**src/rtl/pipeline_pkg.sv**
```systemverilog
// Shared types and constants for the pipeline hazard controller.
package pipeline_pkg;

  typedef enum logic [1:0] {
    RUN        = 2'd0,
    LOAD_STALL = 2'd1,
    MEM_WAIT   = 2'd2
  } state_t;

  localparam logic [1:0] FWD_REG = 2'b00;
  localparam logic [1:0] FWD_WB  = 2'b01;
  localparam logic [1:0] FWD_MEM = 2'b10;

  localparam logic [4:0] REG_X0 = 5'd0;

endpackage : pipeline_pkg

```
**src/rtl/forward_sel.sv**
```systemverilog
// Operand forwarding select for one execute-stage ALU source.
module forward_sel
  import pipeline_pkg::*;
(
  input  logic [4:0] rs,
  input  logic [4:0] em_rd,
  input  logic       em_reg_write,
  input  logic       em_mem_read,
  input  logic [4:0] mw_rd,
  input  logic       mw_reg_write,
  output logic [1:0] sel
);

  // Memory-stage ALU result wins over writeback; loads in memory have no data yet, x0 never forwards.
  always_comb begin
    sel = FWD_REG;
    if (em_reg_write && !em_mem_read && (em_rd != REG_X0) && (em_rd == rs)) begin
      sel = FWD_MEM;
    end else if (mw_reg_write && (mw_rd != REG_X0) && (mw_rd == rs)) begin
      sel = FWD_WB;
    end
  end

endmodule : forward_sel

```
**src/rtl/pipeline_hazard_ctrl.sv**
```systemverilog
// Hazard and sequencing controller: stalls, flushes, forwarding and memory-wait freeze.
module pipeline_hazard_ctrl
  import pipeline_pkg::*;
#(
  parameter int unsigned MEM_TIMEOUT = 16,
  parameter int unsigned CNT_W       = 32
) (
  input  logic             clk_i,
  input  logic             reset_i,
  input  logic [4:0]       d_rs1_i,
  input  logic [4:0]       d_rs2_i,
  input  logic             d_use_rs1_i,
  input  logic             d_use_rs2_i,
  input  logic [4:0]       de_rs1_i,
  input  logic [4:0]       de_rs2_i,
  input  logic [4:0]       de_rd_i,
  input  logic             de_reg_write_i,
  input  logic             de_mem_read_i,
  input  logic             e_pc_select_i,
  input  logic [4:0]       em_write_addr_reg_i,
  input  logic             em_reg_write_i,
  input  logic             em_mem_read_i,
  input  logic             em_mem_write_i,
  input  logic             dmem_ready_i,
  input  logic [4:0]       mw_write_addr_reg_i,
  input  logic             mw_reg_write_i,
  output logic             pc_write_o,
  output logic             fd_write_o,
  output logic             fd_flush_o,
  output logic             de_flush_o,
  output logic             pipe_freeze_o,
  output logic [1:0]       fwd_a_o,
  output logic [1:0]       fwd_b_o,
  output logic             mem_timeout_o,
  output logic [CNT_W-1:0] stall_cnt_o,
  output logic [CNT_W-1:0] flush_cnt_o
);

  localparam int unsigned WAIT_W = $clog2(MEM_TIMEOUT + 1);
  localparam logic [WAIT_W-1:0] WAIT_MAX = WAIT_W'(MEM_TIMEOUT);

  state_t            state;
  state_t            state_nxt;
  logic              mem_busy;
  logic              load_use;
  logic              stall_inc;
  logic              flush_inc;
  logic [WAIT_W-1:0] wait_cnt;
  logic [1:0]        fwd_a;
  logic [1:0]        fwd_b;

  // Execute-stage write enable is not needed: load_use keys on mem_read alone.
  logic unused_inputs;
  assign unused_inputs = de_reg_write_i;

  // Hazard event detection.
  always_comb begin
    mem_busy = (em_mem_read_i | em_mem_write_i) & ~dmem_ready_i;
    load_use = de_mem_read_i && (de_rd_i != REG_X0) &&
               ((d_use_rs1_i && (d_rs1_i == de_rd_i)) ||
                (d_use_rs2_i && (d_rs2_i == de_rd_i)));
  end

  // Next state and zero-latency pipeline controls; priority mem_busy > branch > load-use.
  always_comb begin
    state_nxt     = RUN;
    pc_write_o    = 1'b1;
    fd_write_o    = 1'b1;
    fd_flush_o    = 1'b0;
    de_flush_o    = 1'b0;
    pipe_freeze_o = 1'b0;
    stall_inc     = 1'b0;
    flush_inc     = 1'b0;
    if (reset_i) begin
      state_nxt = RUN;
    end else if (mem_busy) begin
      pipe_freeze_o = 1'b1;
      pc_write_o    = 1'b0;
      fd_write_o    = 1'b0;
      stall_inc     = 1'b1;
      state_nxt     = MEM_WAIT;
    end else if (e_pc_select_i) begin
      fd_flush_o = 1'b1;
      de_flush_o = 1'b1;
      flush_inc  = 1'b1;
    end else if (load_use && (state != LOAD_STALL)) begin
      pc_write_o = 1'b0;
      fd_write_o = 1'b0;
      de_flush_o = 1'b1;
      stall_inc  = 1'b1;
      state_nxt  = LOAD_STALL;
    end
  end

  forward_sel u_fwd_a (
    .rs           (de_rs1_i),
    .em_rd        (em_write_addr_reg_i),
    .em_reg_write (em_reg_write_i),
    .em_mem_read  (em_mem_read_i),
    .mw_rd        (mw_write_addr_reg_i),
    .mw_reg_write (mw_reg_write_i),
    .sel          (fwd_a)
  );

  forward_sel u_fwd_b (
    .rs           (de_rs2_i),
    .em_rd        (em_write_addr_reg_i),
    .em_reg_write (em_reg_write_i),
    .em_mem_read  (em_mem_read_i),
    .mw_rd        (mw_write_addr_reg_i),
    .mw_reg_write (mw_reg_write_i),
    .sel          (fwd_b)
  );

  // Forwarding selects read as register file while reset is held.
  assign fwd_a_o = reset_i ? FWD_REG : fwd_a;
  assign fwd_b_o = reset_i ? FWD_REG : fwd_b;

  // State, wait counter, sticky timeout and performance counters.
  always_ff @(posedge clk_i or posedge reset_i) begin
    if (reset_i) begin
      state         <= RUN;
      wait_cnt      <= '0;
      mem_timeout_o <= 1'b0;
      stall_cnt_o   <= '0;
      flush_cnt_o   <= '0;
    end else begin
      state <= state_nxt;
      if ((state == MEM_WAIT) && mem_busy) begin
        if (wait_cnt != WAIT_MAX) begin
          wait_cnt <= wait_cnt + WAIT_W'(1);
        end
        if ((wait_cnt + WAIT_W'(1)) == WAIT_MAX) begin
          mem_timeout_o <= 1'b1;
        end
      end else begin
        wait_cnt <= '0;
      end
      if (stall_inc) begin
        stall_cnt_o <= stall_cnt_o + CNT_W'(1);
      end
      if (flush_inc) begin
        flush_cnt_o <= flush_cnt_o + CNT_W'(1);
      end
    end
  end

endmodule : pipeline_hazard_ctrl

```
**config.mk**
```make
export PLATFORM = sky130hd
export DESIGN_NAME = pipeline_hazard_ctrl
export DESIGN_NICKNAME = d
export VERILOG_FILES = /design/src/rtl/pipeline_pkg.sv /design/src/rtl/forward_sel.sv /design/src/rtl/pipeline_hazard_ctrl.sv
export SDC_FILE = /design/constraint.sdc
export NUM_CORES = 1
export LEC_CHECK = 0
export ABC_AREA = 1
export BUFFER_PORTS_ARGS = -buffer_cell sky130_fd_sc_hd__buf_2
export CAP_MARGIN = 5
export CORE_ASPECT_RATIO = 0.75
export CORE_MARGIN = 10
export CORE_UTILIZATION = 59
export DETAILED_ROUTE_END_ITERATION = 8
export PLACE_DENSITY = 0.87
export SETUP_SLACK_MARGIN = 0.5
export SLEW_MARGIN = 20
export SYNTH_ARGS = -nofsm -noshare
export SYNTH_HDL_FRONTEND = slang
export SYNTH_SLANG_ARGS = --single-unit
export TNS_END_PERCENT = 30
```
**constraint.sdc**
```tcl
create_clock -name clk_i -period 10.36 [get_ports clk_i]
set_input_delay 2.072 -clock clk_i [delete_from_list [all_inputs] [get_ports clk_i]]
set_output_delay 2.072 -clock clk_i [all_outputs]
set_load 0.01 [all_outputs]
```
==> results.md, run 1 <==
* Post-synthesis adder-cell area fraction at 0.0125
* Post-CTS setup buffers at 0
* Fmax at 0.159 GHz
* Cells after Synth at 754
* Nets@finish at 923
* Fin Clk Skew at 4.18 ps
* Die height at 99.9 um
* Final setup vio count at 0
* Routed WL at 14900 um
* Synth cell count leaders: nand2_1 (283), nor2_1 (91), dfrtp_1 (72), inv_1 (72), nand3_1 (64)
* Xor and xnor area share after synthesis at 0.0978
* Register area share after synthesis at 0.359
* CTS root buf: clkbuf_16
* WP data arrival at 4230 ps
* IO Count at 121
* Synth Net Count at 806
* Ys Warns at 0
* Final period util at 0.608
* Final Hold Vio Count at 0
* Most frequent cell after synthesis: nand2_1
* Post-CTS sizing at 0
* Initial Util at 0.599
* Clk_lat worst skew at 340 ps
* Final instance area at 0.00598 mm^2
* Setup_tns at 0 ps
* Peak VDD IR at 111 uV
* Largest family of logic cells by synthesized area: simple AND/OR/NAND/NOR gates
* Slew Limit Headroom at 0.491
* DP Area at 0.00568 mm^2
* Max_cap viols at 0
* Final ANT Viol Nets at 0
* Largest net degree at the start of global routing at 53
* First-pass iteration count of the detailed router at 7
* Synth Cell Area at 0.00502 mm^2
* Gr ovfl total at 0
* Post-synth EDFFs at 0
* Pwr Density at 132 mW/mm^2
* Vias per cell at 5.46
* H-tree depth at 3
* Worst Setup Start Kind: input pin
* CP endpoint kind: output pin
* Worst path required time at 8290 ps
* Hpwl dp at 11500 um
* Fin crit period at 6300 ps
* WS Path Type: input pin to output pin
* GRT Resource Usage Total at 0.226
* Status: completed
* DIE AREA at 0.0126 mm^2
* 1st-iter DRT viols at 405
* Measured slew at the worst slew-check pin at 763 ps
* Vias in the first global route at 5062
* Synth area leaders: dfrtp_1 (36%), nand2_1 (21%), nor2_1 (6.8%)
* DRC viols at 0
* Area grow syn2layout at 19.2%
* Hold WC Path Type: flop to flop
* Row cnt at 29
* FFs w/ async S/R, synth at 1.00
* CTS tree: yes
* WL per Instance at 15.1 um
* Vias at 5375
* Hold Buf Count CTS at 0
* Buffers added on ports at 119
* Final WS setup at 4060 ps
* Die width at 126 um
* Core footprint at 0.00838 mm^2
* Diode count at 0
* Mux contribution to synthesized area at 0
* Flops & latches, synth at 72
* Share of layout cells above drive strength 1 at 0.183
* Dominant synthesized flop cell: dfrtp_1
* Worst-path maximum fanout at 52
* Antenna violations before repair at 0
* Fin cells at 984
* RSZ-0062 raised after global routing: no
* Max-slew violations at 0
* CTS max path bufs at 2
* Synth Area in Compound Gates at 0.0182
* WHS Path Cells at 1
* Number of unique standard cell types used by synthesis at 32
* Setup WS pre-CTS at 4020 ps
* Synth Area in Simple Gates at 0.437
* Hold Slack at 483 ps
* Leak pwr at 3.04 nW
* Worst Reg-to-Reg Cells at 10
* Final Wtd Congestion at 1.04
* Placed insts at 968
* First-pass GRT wire length at 24200 um
* Synth area leader: dfrtp_1
* Syn_area_per_cell at 6.65 um^2
* Post-synth top area share at 0.359
* TritonCTS buffer count at 9
* Clock Pin Slew Worst Setup and Hold Paths at 60 ps
* Sink Count at 72
-- registers in the layout, indices dropped and copies added, names as in the netlist --
register       flops
flush_cnt_o       32
mem_timeout_o      1
stall_cnt_o       32
state              2
wait_cnt           5
-- area by class of cell --
cell class                      count  area (um^2)
Multi-Input combinational cell    589         2840
Fill cell                         744         2400
Sequential cell                    72         1800
Timing Repair Buffer              120          603
Inverter                           79          298
Clock buffer                       10          239
Tap cell                          108          135
Clock inverter                      6         66.3
-- final timing paths --
| path | start | to | slack [ps] |
|---|---|---|---|
| max | reset_i | de_flush_o | 4060 |
| min | mem_timeout_o$_DFFE_PP0P_ | mem_timeout_o$_DFFE_PP0P_ | 480 |
| max reg2reg | stall_cnt_o[0]$_DFFE_PP0P_ | stall_cnt_o[24]$_DFFE_PP0P_ | 8330 |
| min reg2reg | mem_timeout_o$_DFFE_PP0P_ | mem_timeout_o$_DFFE_PP0P_ | 480 |
| max in group asynchronous | reset_i | flush_cnt_o[16]$_DFFE_PP0P_ | 7290 |
| min in group asynchronous | reset_i | stall_cnt_o[1]$_DFFE_PP0P_ | 1970 |
-- per-stage QoR --
step | total power, mW | utilization
after CTS | 0.794 | 0.714
final | 0.792 | 0.714
after global placement | 0.470 | 0.677
after global routing | 0.826 | 0.714
after floorplan | 0.416 | -
after detailed placement | 0.477 | 0.677
-- logic make-up (layout without fill, tap and decap cells) --
group | Yosys count | after routing
AOI/OAI and AO/OA | 16 | 16
DFF | 72 | 72
buffers and inverters | 93 | 215
and+or+nand+nor | 512 | 512
adders and majority gates | 5 | 5
xor gates and xnor gates | 56 | 56
-- power by group --
group	switching (mW)	internal (mW)
clock	0.125	0.193
combinational	0.0892	0.0497
sequential	0.0326	0.302
-- critical path, cell delays in order --
cell,delay (ps)
buf_2,180
clkinv_2,550
nand2_2,180
nor2_4,480
inv_1,390
o21ai_0,180
buf_2,170
-- metal layers --
| layer | global-route usage | up-vias | part of all wire |
|---|---|---|---|
| met5 | 0 | - | 0 |
| met4 | 0.0568 | 0 | 0.015 |
| met3 | 0.0811 | 24 | 0.12 |
| met2 | 0.338 | 252 | 0.42 |
| met1 | 0.305 | 2506 | 0.44 |
| li1 | - | 2593 | - |
-- cells in the final DEF (no fill, tap or decap), types with 6 or more instances in the layout --
master and n:
inv_2 6, nand3_1 64, inv_1 72, xor2_1 35, nor3_1 33, clkbuf_16 9, dfrtp_1 72, nor2_1 91
nand3b_1 7, o21ai_0 8, nand4_1 14, nand2_1 283, xnor2_1 21, buf_2 119
Note: power is estimated with default switching activity, not from simulation.
==> run 2: changes to the inputs <==
ABC_AREA = 0   (was 1)
CORE_UTILIZATION = 51   (was 59)
PLACE_DENSITY = 0.8   (was 0.87)
clock period = 6 ns   (was 10.36 ns; I/O delays follow)
==> run 2 against run 1 <==
- non-clock buffer count up 1
- critical path type unchanged
- clock skew up 7.8 ps
- global-route usage down 5.9 points
- via count down 43%
- clock-buffer cell count unchanged
- largest power group unchanged
- total power up 51%
- synthesized cell count down 52%
- largest cell class unchanged
- cell count down 40%
- utilization down 4.5 points
==> results.md, run 2 <==
* Diode count at 0
* Critical Path, Cell by Cell: buf_2, or4_1, o221ai_2, nor3_1, a21oi_2, buf_4, buf_2
* Sink Count at 72
* Vias per cell at 5.25
* Leak pwr at 2.36 nW
* Clk_lat worst skew at 340 ps
* Hpwl dp at 7360 um
* Fin crit period at 3940 ps
* Worst-path maximum fanout at 23
* Slowest CP cell: or4_1
* Routed WL at 9300 um
* Family with the most delay on the worst path: simple AND/OR/NAND/NOR gates
* CTS tree: yes
* Share of layout cells above drive strength 1 at 0.291
* WHS Path Cells at 1
* Commonest non-fill, non-tap cell in the layout: buf_2
* Synth area leader: dfrtp_1
* Worst path required time at 4800 ps
* Most frequent cells in the layout: buf_2 (119), dfrtp_1 (72), xnor2_1 (52)
* Synth area leaders: dfrtp_1 (48%), xnor2_1 (12%), xor2_1 (11%)
* H-tree depth at 3
* Final Util at 0.668
* GRT Resource Usage Total at 0.167
* Buffers added on ports at 119
* Max-slew violations at 0
* Worst Reg-to-Reg Cells at 6
* Vias in the first global route at 3278
* Pwr Density at 258 mW/mm^2
* Final setup vio count at 0
* Slew Limit Headroom at 0.387
* Core footprint at 0.00696 mm^2
* FFs w/ async S/R, synth at 1.00
* Hold WC Path Type: flop to flop
* Crit-path max cell delay at 530 ps
* Final WS setup at 2060 ps
* Vias at 3090
* Ys Warns at 0
* Hold EP: stall_cnt_o[31]$_DFFE_PP0P_
* Register area share after synthesis at 0.481
* Initial Util at 0.538
* Post-synth top area share at 0.481
* Max_cap viols at 0
* CTS max path bufs at 2
* Synth cell count leaders: dfrtp_1 (72), xnor2_1 (52), xor2_1 (45)
* Die width at 119 um
* Critical Path Stages at 7
* First-pass GRT wire length at 15600 um
* Combinational Power Share at 0.170
* Row cnt at 26
* Cell mode on critical path: buf_2
* DIE AREA at 0.0112 mm^2
* P_sw at 338 uW
* WP data arrival at 2740 ps
* Hold Buf Count CTS at 0
* Post-CTS sizing at 0
* Final period util at 0.657
* Status: completed
* R2r startpoint: stall_cnt_o[2]$_DFFE_PP0P_
* WL per Instance at 15.8 um
* HP Start: stall_cnt_o[31]$_DFFE_PP0P_
* Final ANT Viol Nets at 0
* Synth Net Count at 415
* DRC viols at 0
* WS Path Type: input pin to output pin
* Largest net degree at the start of global routing at 53
* Final Hold Vio Count at 0
* Buf+Inv Stages, Crit Path at 3
* Flop pwr share at 0.480
* Cells after Synth at 363
* Number of unique standard cell types used by synthesis at 38
* Fin Clk Skew at 11.9 ps
* Dominant synthesized flop cell: dfrtp_1
* Fillers at 572
* Post-synth EDFFs at 0
* Reg2reg setup slack at 3830 ps
* TritonCTS buffer count at 9
* Antenna violations before repair at 0
* Peak VDD IR at 158 uV
* Die height at 94.2 um
* Area grow syn2layout at 24.2%
* Clock power frac at 0.349
* Fmax at 0.254 GHz
* IO Count at 121
* Setup WS pre-CTS at 2060 ps
* Nets@finish at 539
* Top Registers: flush_cnt_o (32), stall_cnt_o (32), wait_cnt (5)
* Most frequent cell after synthesis: dfrtp_1
* First-pass iteration count of the detailed router at 6
* Design Power at 1.20 mW
* Final Wtd Congestion at 0.806
* Gr ovfl total at 0
* Worst r2r dst: stall_cnt_o[27]$_DFFE_PP0P_
* Int Power at 861 uW
* Setup_tns at 0 ps
* CP endpoint kind: output pin
* 1st-iter DRT viols at 226
* Measured slew at the worst slew-check pin at 920 ps
* RSZ-0062 raised after global routing: no
* CTS root buf: clkbuf_8
* Worst Setup Start Kind: input pin
* Post-CTS setup buffers at 0
* Flops & latches, synth at 72
* Clock Pin Slew Worst Setup and Hold Paths at 70 ps
* Hold Slack at 469 ps
* Syn_area_per_cell at 10.3 um^2
* Sw frac at 0.282
* Synth Cell Area at 0.00375 mm^2
==> run 2: logic make-up after synthesis <==
group                      synth area share
xor gates and xnor gates              0.227
muxes                               0.00868
adders and majority gates            0.0167
AOI/OAI and AO/OA                    0.0204
buffers and inverters                0.0234
and+or+nand+nor                       0.223
DFF                                   0.481
==> run 2: area by class of cell <==
cell class                      count  area [um^2]  area share
Multi-Input combinational cell    272         1860       0.399
Timing Repair Buffer              121          611       0.131
Tap cell                           98          123      0.0264
Clock inverter                      5         81.3      0.0175
Clock buffer                       10          138      0.0296
Sequential cell                    72         1800       0.387
Inverter                           11         41.3     0.00887
==> run 2: routing by layer <==
layer,global-route usage,up-vias,part of all wire
met5,0,-,0
li1,-,1504,-
met4,0.0375,0,0.0058
met3,0.0847,4,0.10
met1,0.199,1472,0.43
met2,0.266,110,0.47
==> run 2: power groups by stage <==
stage | clock, mW | sequential, mW | combinational (mW)
after floorplan | 0 | 0.598 | 0.0973
after global placement | 0 | 0.583 | 0.202
after detailed placement | 0 | 0.586 | 0.209
after CTS | 0.430 | 0.576 | 0.210
after global routing | 0.453 | 0.585 | 0.227
final | 0.419 | 0.576 | 0.204
==> run 2: how the worst max path moves through the flow <==
stage	startpoint	end	slack (ps)
after detailed placement	de_rd_i[1]	fd_write_o	2060
final	de_rd_i[1]	fd_write_o	2060
after CTS	de_rd_i[1]	fd_write_o	2060
after floorplan	reset_i	fwd_a_o[0]	960
after global routing	de_rd_i[1]	pc_write_o	1960
after global placement	de_rd_i[1]	pc_write_o	2080
==> run 2: per-stage QoR <==
step / cells / instance area, um^2
after CTS: 589 / 4650
after floorplan: 363 / 3750
after global placement: 574 / 4430
final: 589 / 4650
after detailed placement: 574 / 4430
after global routing: 589 / 4650
==> run 2: worst reg2reg max path, cell delays in order, from the launching register on <==
cell and delay [ps]:
dfrtp_1 420, and3_1 290, nand4_1 250, nor2_1 380, nand4_1 310, nor3b_2 270
xor2_1 170
